<file path="src/rtl/mask_axil_slave_if.sv">
// AXI4-Lite slave bus plus mask result stream for the mask engine.
// Latency: none; this file only bundles the wires.
// Backpressure: AXI valid/ready on every channel; MASK_OUT valid/ready.
interface mask_axil_slave_if #(
  parameter int ADDR_WIDTH = 32
) ();
  logic [ADDR_WIDTH-1:0] S_AXI_AWADDR;
  logic                  S_AXI_AWVALID;
  logic                  S_AXI_AWREADY;
  logic [31:0]           S_AXI_WDATA;
  logic [3:0]            S_AXI_WSTRB;
  logic                  S_AXI_WVALID;
  logic                  S_AXI_WREADY;
  logic [1:0]            S_AXI_BRESP;
  logic                  S_AXI_BVALID;
  logic                  S_AXI_BREADY;
  logic [ADDR_WIDTH-1:0] S_AXI_ARADDR;
  logic                  S_AXI_ARVALID;
  logic                  S_AXI_ARREADY;
  logic [31:0]           S_AXI_RDATA;
  logic [1:0]            S_AXI_RRESP;
  logic                  S_AXI_RVALID;
  logic                  S_AXI_RREADY;
  logic [31:0]           MASK_OUT_DATA;
  logic [31:0]           MASK_OUT_ADDR;
  logic                  MASK_OUT_VALID;
  logic                  MASK_OUT_READY;
  logic                  MASK_DONE_PULSE;

  modport slave (
    input  S_AXI_AWADDR, S_AXI_AWVALID, S_AXI_WDATA, S_AXI_WSTRB, S_AXI_WVALID,
    input  S_AXI_BREADY, S_AXI_ARADDR, S_AXI_ARVALID, S_AXI_RREADY, MASK_OUT_READY,
    output S_AXI_AWREADY, S_AXI_WREADY, S_AXI_BRESP, S_AXI_BVALID,
    output S_AXI_ARREADY, S_AXI_RDATA, S_AXI_RRESP, S_AXI_RVALID,
    output MASK_OUT_DATA, MASK_OUT_ADDR, MASK_OUT_VALID, MASK_DONE_PULSE
  );

  modport master (
    output S_AXI_AWADDR, S_AXI_AWVALID, S_AXI_WDATA, S_AXI_WSTRB, S_AXI_WVALID,
    output S_AXI_BREADY, S_AXI_ARADDR, S_AXI_ARVALID, S_AXI_RREADY, MASK_OUT_READY,
    input  S_AXI_AWREADY, S_AXI_WREADY, S_AXI_BRESP, S_AXI_BVALID,
    input  S_AXI_ARREADY, S_AXI_RDATA, S_AXI_RRESP, S_AXI_RVALID,
    input  MASK_OUT_DATA, MASK_OUT_ADDR, MASK_OUT_VALID, MASK_DONE_PULSE
  );
endinterface

</file>
<file path="src/rtl/mask_axil_slave.sv">
// AXI4-Lite register bank driving a single-job engine that keeps the low N bits of DATA.
// Latency: B one edge after AW+W latched, R one edge after AR, MASK_OUT_VALID two edges after the VALID write handshake.
// Backpressure: AW/W/AR stall while their response is outstanding; MASK_OUT held until MASK_OUT_READY.
module mask_axil_slave #(
  parameter int ADDR_WIDTH = 32,
  parameter int DATA_WIDTH = 32
) (
  input  logic             aclk,
  input  logic             aresetn,
  mask_axil_slave_if.slave s_axi
);

  localparam logic [1:0] RESP_OKAY   = 2'b00;
  localparam logic [1:0] RESP_SLVERR = 2'b10;

  // Register indices are addr[7:2]
  localparam logic [5:0] IDX_N      = 6'd0;
  localparam logic [5:0] IDX_DATA   = 6'd1;
  localparam logic [5:0] IDX_OADDR  = 6'd2;
  localparam logic [5:0] IDX_VALID  = 6'd3;
  localparam logic [5:0] IDX_STATUS = 6'd4;
  localparam logic [5:0] IDX_RESULT = 6'd5;

  typedef enum logic [1:0] {ST_IDLE, ST_CALC, ST_OUT} job_state_t;

  job_state_t state_q;

  logic                  awready_q, wready_q, bvalid_q, aw_full_q, w_full_q;
  logic [1:0]            bresp_q;
  logic [5:0]            wr_idx_q;
  logic [DATA_WIDTH-1:0] wr_data_q;

  logic                  arready_q, ar_pend_q, rvalid_q;
  logic [1:0]            rresp_q;
  logic [5:0]            rd_idx_q;
  logic [DATA_WIDTH-1:0] rdata_q;

  logic [4:0]            n_q, snap_n_q;
  logic [DATA_WIDTH-1:0] data_q, oaddr_q, result_q;
  logic [DATA_WIDTH-1:0] snap_data_q, snap_addr_q, out_data_q, out_addr_q;
  logic                  valid_q, done_q, overrun_q, out_valid_q, pulse_q;

  logic                  aw_hs, w_hs, b_hs, ar_hs, commit, wr_ok, busy;
  logic                  aw_full_n, w_full_n, bvalid_n, rvalid_n;
  logic [DATA_WIDTH-1:0] rd_word, calc_mask;
  logic                  rd_ok;
  logic                  unused_bits;

  assign aw_hs  = s_axi.S_AXI_AWVALID & awready_q;
  assign w_hs   = s_axi.S_AXI_WVALID & wready_q;
  assign b_hs   = bvalid_q & s_axi.S_AXI_BREADY;
  assign ar_hs  = s_axi.S_AXI_ARVALID & arready_q;
  assign commit = aw_full_q & w_full_q & ~bvalid_q;
  assign wr_ok  = (wr_idx_q <= IDX_RESULT);
  assign busy   = (state_q != ST_IDLE);

  // A latched beat is held until its B response is accepted
  assign aw_full_n = b_hs ? 1'b0 : (aw_full_q | aw_hs);
  assign w_full_n  = b_hs ? 1'b0 : (w_full_q | w_hs);
  assign bvalid_n  = commit | (bvalid_q & ~s_axi.S_AXI_BREADY);
  assign rvalid_n  = ar_pend_q | (rvalid_q & ~s_axi.S_AXI_RREADY);

  // WSTRB and address bits outside [7:2] do not take part in decode
  assign unused_bits = ^{s_axi.S_AXI_WSTRB,
                         s_axi.S_AXI_AWADDR[ADDR_WIDTH-1:8], s_axi.S_AXI_AWADDR[1:0],
                         s_axi.S_AXI_ARADDR[ADDR_WIDTH-1:8], s_axi.S_AXI_ARADDR[1:0]};

  // Read mux over the current register values (pre-update on the response edge)
  always_comb begin
    rd_word = '0;
    rd_ok   = 1'b1;
    case (rd_idx_q)
      IDX_N:      rd_word = {27'd0, n_q};
      IDX_DATA:   rd_word = data_q;
      IDX_OADDR:  rd_word = oaddr_q;
      IDX_VALID:  rd_word = {31'd0, valid_q};
      IDX_STATUS: rd_word = {29'd0, overrun_q, done_q, busy};
      IDX_RESULT: rd_word = result_q;
      default:    rd_ok   = 1'b0;
    endcase
  end

  // Low-N-bit mask; N==0 passes DATA through untouched
  always_comb begin
    calc_mask = '1;
    if (snap_n_q != 5'd0) calc_mask = (DATA_WIDTH'(1) << snap_n_q) - DATA_WIDTH'(1);
  end

  // Write channel: AW/W latches, commit strobe and B response
  always_ff @(posedge aclk) begin
    if (!aresetn) begin
      awready_q <= 1'b0;
      wready_q  <= 1'b0;
      aw_full_q <= 1'b0;
      w_full_q  <= 1'b0;
      bvalid_q  <= 1'b0;
      bresp_q   <= RESP_OKAY;
      wr_idx_q  <= '0;
      wr_data_q <= '0;
    end else begin
      awready_q <= ~aw_full_n & ~bvalid_n;
      wready_q  <= ~w_full_n & ~bvalid_n;
      aw_full_q <= aw_full_n;
      w_full_q  <= w_full_n;
      bvalid_q  <= bvalid_n;
      if (aw_hs)  wr_idx_q  <= s_axi.S_AXI_AWADDR[7:2];
      if (w_hs)   wr_data_q <= s_axi.S_AXI_WDATA;
      if (commit) bresp_q   <= wr_ok ? RESP_OKAY : RESP_SLVERR;
    end
  end

  // Read channel: latch AR, answer on the next edge, hold until RREADY
  always_ff @(posedge aclk) begin
    if (!aresetn) begin
      arready_q <= 1'b0;
      ar_pend_q <= 1'b0;
      rvalid_q  <= 1'b0;
      rresp_q   <= RESP_OKAY;
      rd_idx_q  <= '0;
      rdata_q   <= '0;
    end else begin
      arready_q <= ~ar_hs & ~rvalid_n;
      ar_pend_q <= ar_hs;
      rvalid_q  <= rvalid_n;
      if (ar_hs) rd_idx_q <= s_axi.S_AXI_ARADDR[7:2];
      if (ar_pend_q) begin
        rdata_q <= rd_word;
        rresp_q <= rd_ok ? RESP_OKAY : RESP_SLVERR;
      end
    end
  end

  // Register file commits and job FSM; status sets are ordered after W1C so sets win
  always_ff @(posedge aclk) begin
    if (!aresetn) begin
      state_q     <= ST_IDLE;
      n_q         <= '0;
      data_q      <= '0;
      oaddr_q     <= '0;
      valid_q     <= 1'b0;
      done_q      <= 1'b0;
      overrun_q   <= 1'b0;
      result_q    <= '0;
      snap_n_q    <= '0;
      snap_data_q <= '0;
      snap_addr_q <= '0;
      out_data_q  <= '0;
      out_addr_q  <= '0;
      out_valid_q <= 1'b0;
      pulse_q     <= 1'b0;
    end else begin
      pulse_q <= 1'b0;
      if (commit) begin
        case (wr_idx_q)
          IDX_N:     n_q     <= wr_data_q[4:0];
          IDX_DATA:  data_q  <= wr_data_q;
          IDX_OADDR: oaddr_q <= wr_data_q;
          IDX_VALID: begin
            if (wr_data_q[0]) begin
              if (state_q == ST_IDLE) begin
                valid_q     <= 1'b1;
                snap_n_q    <= n_q;
                snap_data_q <= data_q;
                snap_addr_q <= oaddr_q;
                state_q     <= ST_CALC;
              end else begin
                overrun_q <= 1'b1;
              end
            end
          end
          IDX_STATUS: begin
            if (wr_data_q[1]) done_q    <= 1'b0;
            if (wr_data_q[2]) overrun_q <= 1'b0;
          end
          default: ;
        endcase
      end
      case (state_q)
        ST_CALC: begin
          result_q    <= snap_data_q & calc_mask;
          out_data_q  <= snap_data_q & calc_mask;
          out_addr_q  <= snap_addr_q;
          out_valid_q <= 1'b1;
          state_q     <= ST_OUT;
        end
        ST_OUT: begin
          if (out_valid_q && s_axi.MASK_OUT_READY) begin
            out_valid_q <= 1'b0;
            valid_q     <= 1'b0;
            done_q      <= 1'b1;
            pulse_q     <= 1'b1;
            state_q     <= ST_IDLE;
          end
        end
        default: ;
      endcase
    end
  end

  assign s_axi.S_AXI_AWREADY   = awready_q;
  assign s_axi.S_AXI_WREADY    = wready_q;
  assign s_axi.S_AXI_BVALID    = bvalid_q;
  assign s_axi.S_AXI_BRESP     = bresp_q;
  assign s_axi.S_AXI_ARREADY   = arready_q;
  assign s_axi.S_AXI_RVALID    = rvalid_q;
  assign s_axi.S_AXI_RDATA     = rdata_q;
  assign s_axi.S_AXI_RRESP     = rresp_q;
  assign s_axi.MASK_OUT_DATA   = out_data_q;
  assign s_axi.MASK_OUT_ADDR   = out_addr_q;
  assign s_axi.MASK_OUT_VALID  = out_valid_q;
  assign s_axi.MASK_DONE_PULSE = pulse_q;

endmodule
</file>
<file path="src/flat_wrapper.sv">
// flat-port wrapper written by rule: the top's interface ports become plain ports
module mask_axil_slave_flat 
#(
  parameter int ADDR_WIDTH = 32,
  parameter int DATA_WIDTH = 32
)
  (aclk, aresetn, s_axi_S_AXI_AWADDR, s_axi_S_AXI_AWVALID, s_axi_S_AXI_WDATA, s_axi_S_AXI_WSTRB, s_axi_S_AXI_WVALID, s_axi_S_AXI_BREADY, s_axi_S_AXI_ARADDR, s_axi_S_AXI_ARVALID, s_axi_S_AXI_RREADY, s_axi_MASK_OUT_READY, s_axi_S_AXI_AWREADY, s_axi_S_AXI_WREADY, s_axi_S_AXI_BRESP, s_axi_S_AXI_BVALID, s_axi_S_AXI_ARREADY, s_axi_S_AXI_RDATA, s_axi_S_AXI_RRESP, s_axi_S_AXI_RVALID, s_axi_MASK_OUT_DATA, s_axi_MASK_OUT_ADDR, s_axi_MASK_OUT_VALID, s_axi_MASK_DONE_PULSE);
  mask_axil_slave_if #(.ADDR_WIDTH(ADDR_WIDTH)) s_axi_i ();
  input  logic aclk;
  input  logic aresetn;
  input wire logic [$bits(s_axi_i.S_AXI_AWADDR)-1:0] s_axi_S_AXI_AWADDR;
  input wire logic [$bits(s_axi_i.S_AXI_AWVALID)-1:0] s_axi_S_AXI_AWVALID;
  input wire logic [$bits(s_axi_i.S_AXI_WDATA)-1:0] s_axi_S_AXI_WDATA;
  input wire logic [$bits(s_axi_i.S_AXI_WSTRB)-1:0] s_axi_S_AXI_WSTRB;
  input wire logic [$bits(s_axi_i.S_AXI_WVALID)-1:0] s_axi_S_AXI_WVALID;
  input wire logic [$bits(s_axi_i.S_AXI_BREADY)-1:0] s_axi_S_AXI_BREADY;
  input wire logic [$bits(s_axi_i.S_AXI_ARADDR)-1:0] s_axi_S_AXI_ARADDR;
  input wire logic [$bits(s_axi_i.S_AXI_ARVALID)-1:0] s_axi_S_AXI_ARVALID;
  input wire logic [$bits(s_axi_i.S_AXI_RREADY)-1:0] s_axi_S_AXI_RREADY;
  input wire logic [$bits(s_axi_i.MASK_OUT_READY)-1:0] s_axi_MASK_OUT_READY;
  output wire logic [$bits(s_axi_i.S_AXI_AWREADY)-1:0] s_axi_S_AXI_AWREADY;
  output wire logic [$bits(s_axi_i.S_AXI_WREADY)-1:0] s_axi_S_AXI_WREADY;
  output wire logic [$bits(s_axi_i.S_AXI_BRESP)-1:0] s_axi_S_AXI_BRESP;
  output wire logic [$bits(s_axi_i.S_AXI_BVALID)-1:0] s_axi_S_AXI_BVALID;
  output wire logic [$bits(s_axi_i.S_AXI_ARREADY)-1:0] s_axi_S_AXI_ARREADY;
  output wire logic [$bits(s_axi_i.S_AXI_RDATA)-1:0] s_axi_S_AXI_RDATA;
  output wire logic [$bits(s_axi_i.S_AXI_RRESP)-1:0] s_axi_S_AXI_RRESP;
  output wire logic [$bits(s_axi_i.S_AXI_RVALID)-1:0] s_axi_S_AXI_RVALID;
  output wire logic [$bits(s_axi_i.MASK_OUT_DATA)-1:0] s_axi_MASK_OUT_DATA;
  output wire logic [$bits(s_axi_i.MASK_OUT_ADDR)-1:0] s_axi_MASK_OUT_ADDR;
  output wire logic [$bits(s_axi_i.MASK_OUT_VALID)-1:0] s_axi_MASK_OUT_VALID;
  output wire logic [$bits(s_axi_i.MASK_DONE_PULSE)-1:0] s_axi_MASK_DONE_PULSE;
  assign s_axi_i.S_AXI_AWADDR = s_axi_S_AXI_AWADDR;
  assign s_axi_i.S_AXI_AWVALID = s_axi_S_AXI_AWVALID;
  assign s_axi_i.S_AXI_WDATA = s_axi_S_AXI_WDATA;
  assign s_axi_i.S_AXI_WSTRB = s_axi_S_AXI_WSTRB;
  assign s_axi_i.S_AXI_WVALID = s_axi_S_AXI_WVALID;
  assign s_axi_i.S_AXI_BREADY = s_axi_S_AXI_BREADY;
  assign s_axi_i.S_AXI_ARADDR = s_axi_S_AXI_ARADDR;
  assign s_axi_i.S_AXI_ARVALID = s_axi_S_AXI_ARVALID;
  assign s_axi_i.S_AXI_RREADY = s_axi_S_AXI_RREADY;
  assign s_axi_i.MASK_OUT_READY = s_axi_MASK_OUT_READY;
  assign s_axi_S_AXI_AWREADY = s_axi_i.S_AXI_AWREADY;
  assign s_axi_S_AXI_WREADY = s_axi_i.S_AXI_WREADY;
  assign s_axi_S_AXI_BRESP = s_axi_i.S_AXI_BRESP;
  assign s_axi_S_AXI_BVALID = s_axi_i.S_AXI_BVALID;
  assign s_axi_S_AXI_ARREADY = s_axi_i.S_AXI_ARREADY;
  assign s_axi_S_AXI_RDATA = s_axi_i.S_AXI_RDATA;
  assign s_axi_S_AXI_RRESP = s_axi_i.S_AXI_RRESP;
  assign s_axi_S_AXI_RVALID = s_axi_i.S_AXI_RVALID;
  assign s_axi_MASK_OUT_DATA = s_axi_i.MASK_OUT_DATA;
  assign s_axi_MASK_OUT_ADDR = s_axi_i.MASK_OUT_ADDR;
  assign s_axi_MASK_OUT_VALID = s_axi_i.MASK_OUT_VALID;
  assign s_axi_MASK_DONE_PULSE = s_axi_i.MASK_DONE_PULSE;
  mask_axil_slave #(.ADDR_WIDTH(ADDR_WIDTH), .DATA_WIDTH(DATA_WIDTH)) u_core (.aclk(aclk), .aresetn(aresetn), .s_axi(s_axi_i));
endmodule
</file>
<file path="config.mk">
export PLATFORM = sky130hd
export DESIGN_NAME = mask_axil_slave_flat
export DESIGN_NICKNAME = d
export VERILOG_FILES = /design/src/rtl/mask_axil_slave_if.sv /design/src/rtl/mask_axil_slave.sv /design/src/flat_wrapper.sv
export SDC_FILE = /design/constraint.sdc
export NUM_CORES = 1
export LEC_CHECK = 0
export ABC_AREA = 1
export CORE_MARGIN = 2
export CORE_UTILIZATION = 35
export DETAILED_ROUTE_END_ITERATION = 8
export DONT_BUFFER_PORTS = 1
export PLACE_DENSITY_LB_ADDON = 0.1
export SETUP_SLACK_MARGIN = 0.05
export SLEW_MARGIN = 20
export SYNTH_ARGS = -nofsm -noshare
export SYNTH_HDL_FRONTEND = slang
export SYNTH_SLANG_ARGS = --single-unit
</file>
<file path="constraint.sdc">
create_clock -name aclk -period 6 [get_ports aclk]
set_input_delay 0.3 -clock aclk [delete_from_list [all_inputs] [get_ports aclk]]
set_output_delay 0.3 -clock aclk [all_outputs]
set_load 0.02 [all_outputs]
</file>
==> run summary <==
Switching Share: 23.0%
Slew Limit Headroom: 40.0%
Status: completed
Die Ht: 190 µm
Setup repair after global routing missed its margin: false
WL per Instance: 18.0 µm
Routed Antenna Nets: 0
Final Cycle Share: 50.4%
Yosys warning count: 0
Count of final hold-check violations: 0
Die Wd: 190 µm
Buffers on Ports: 0
Synth area leader: dfxtp_1
Register area share after synthesis: 48.8%
FP Rows: 68
Commonest cells after routing, fill and taps aside: 295 x dfxtp_1, 292 x nand2_1, 245 x a21oi_1, 205 x o21ai_0, 152 x inv_1
Synth top area share: 48.8%
H-tree levels: 2
Worst vdd ir: 172 µV
Antenna diodes: 0
Delay-heaviest family, CP: simple AND/OR/NAND/NOR gates
Most common cell after layout, fill and taps aside: dfxtp_1
FFs w/ async S/R, synth: 0%
First-pass GRT wire length: 57800 µm
Worst path bufs/invs: 1
Worst path required time: 6.36 ns
CP endpoint kind: register
Drt pass-1 iters: 5
Sequential power share: 45.8%
Synthesized area: 0.0121 mm²
Period minus WS final: 3.02 ns
Clock Latency Late Sink: 0.51 ns
Layout Utilization: 40.9%
Synth Instances: 1586
Slew Limit Fails: 0
RD Place Congestion: 0.863
Critical path arrival: 3.39 ns
Residual DRC count: 0
Primary FF master, synth: dfxtp_1
Met2 usage: 32.5%
TritonCTS buffer count: 36
Combinational share of power: 4.3%
Met3 usage: 3.73%
# Post-CTS Setup Buffers: 0
Max clock buf depth: 3
Ranking of synthesized cells by area: dfxtp_1 49%, a21oi_1 10%, nand2_1 9.1%
Syn-to-layout area delta: 15.7%
Nets: 1687
Routed via count: 10469
Psw: 0.00101 W
EDFF count, synth: 0
Initial core utilization: 35.3%
Layout filler cell count: 3542
Setup TNS: 0 ns
Number of global-route vias before repair: 9998
IO Pins: 215
Static Leakage: 5.27 nW
Kind of critical path: reg2reg
Final-report setup violation count: 0
Iter 0 DRT Violations: 580
Routed vias/inst: 5.09
Clock sinks: 295
Gr busiest metal: met2
Syn avg cell area: 7.64 µm²
Worst-path fanout max: 25
Pwr dens: 313 mW/mm²
Worst slew pin tran: 0.899 ns
Die area: 0.0361 mm²
CTS tree: yes
Total global routing overflow: 0
Clk pin slew, worst setup/hold paths: 0.06 ns
Hpwl dp: 22900 µm
Fmax: 0.331 GHz
Distinct cells, synth: 44
CP Launch Type: register
WL final: 37000 µm
Share of cells above drive strength 1: 8.55%
Seq cells post-synth: 295
Total track usage: 20.3%
Worst-path cell chain: inv_2, nand4_2, ha_1, nand3_1, nor2_1, nand3_1, nand2_1, nand3_1, nand2_1, a21oi_1
Core box area: 0.0343 mm²
Maxcap violations: 0
Met1 Track Usage GR: 28.3%
Internal: 0.00337 W
Crit path top cell by count: nand3_1
Initial antenna violation count: 0
CP peak stage delay: 0.75 ns
Clock share of power: 50.0%
CTS root buf: clkbuf_16
CP max-delay cell: dfxtp_1
HP Class: in2reg
Largest net degree at the start of global routing: 192
Worst-case clock skew: 0.0128 ns
per-layer routing:
layer / vias up / share of wire, %
li1: 5275 / -
met1: 4972 / 49
met4: 0 / 1.6
met3: 44 / 4.3
met5: - / 0
met2: 178 / 45
cells by family (layout without fill, tap and decap cells):
group	after synthesis	in the layout	synth area share (%)
compound gates	509	509	23.3
fa+ha+maj	4	4	0.413
buf+inv	270	286	9.03
flops	295	295	48.8
other cells	1	2	0.0310
simple gates	507	507	18.5
power groups by stage:
stage	sequential [W]	clock [W]	combinational (W)
CTS	0.00201	0.00226	0.000190
finish	0.00201	0.00219	0.000186
floorplan	0.00205	0	0.000116
global placement	0.00205	0	0.000141
global route	0.00201	0.00233	0.000208
detailed placement	0.00205	0	0.000143
synth_stat cells (3+ instances only):
cell type and number:
nor2_4 3, nand4_2 3, a211oi_2 25, nor2_1 87, nand3_1 64, buf_1 3
ha_1 4, nand4_1 32, nand2_1 293, a211oi_1 8, buf_2 23, a22oi_1 14
a21oi_1 245, dfxtp_1 295, inv_1 153, buf_4 9, o21ai_0 205, clkbuf_1 71
inv_2 7, nor2_2 8
path summary, 6_finish.rpt:
check                         from                          to  slack, ns  depth (start not counted)
max reg2reg     u_core.snap_n_q[3]         u_core.result_q[14]       2.98                         10
min reg2reg  u_core.snap_data_q[9]       u_core.snap_data_q[9]       0.44                          2
max             u_core.snap_n_q[3]         u_core.result_q[14]       2.98                         10
min                        aresetn  u_core.s_axi.S_AXI_ARREADY       0.02                          2
registers in the layout, summed over array words and instances, names as in the netlist, 2 cells and up:
signal / flops
u_core.wr_data_q: 32
u_core.rd_idx_q: 6
u_core.result_q: 32
u_core.n_q: 5
u_core.oaddr_q: 32
u_core.s_axi.S_AXI_RDATA: 32
u_core.snap_addr_q: 32
u_core.s_axi.MASK_OUT_ADDR: 32
u_core.data_q: 32
u_core.snap_n_q: 5
u_core.snap_data_q: 32
u_core.state_q: 2
u_core.wr_idx_q: 6
final cells by class:
type                    count  area [µm²]  share of cell area (%)
flip-flops and latches    295        5910                    42.2
clock inverters            19         191                    1.37
multi-input cells        1022        5150                    36.7
inverters                 162         612                    4.37
clock buffers              47        1010                    7.23
repair buffers             58         571                    4.07
well taps                 455         569                    4.06
through the flow:
stage / setup slack (ns) / instance area (µm²) / total power, W / hold WS (ns) / std cells
after floorplan: 4.00 / 12100 / 0.00216 / 0.403 / 1587
after global placement: 3.00 / 12300 / 0.00219 / 0.406 / 1945
after detailed placement: 2.97 / 12300 / 0.00219 / 0.411 / 1945
after CTS: 2.99 / 14000 / 0.00445 / 0.000971 / 2058
after global routing: 2.74 / 14000 / 0.00455 / 0.0316 / 2058
final: 2.98 / 14000 / 0.00438 / 0.0248 / 2058
repair_timing:
item	4_1_cts	5_1_grt
endpoints found under the hold margin	200	0
resized for setup	0	0
hold buffers	47	0
Note: power is estimated with default switching activity, not from simulation.
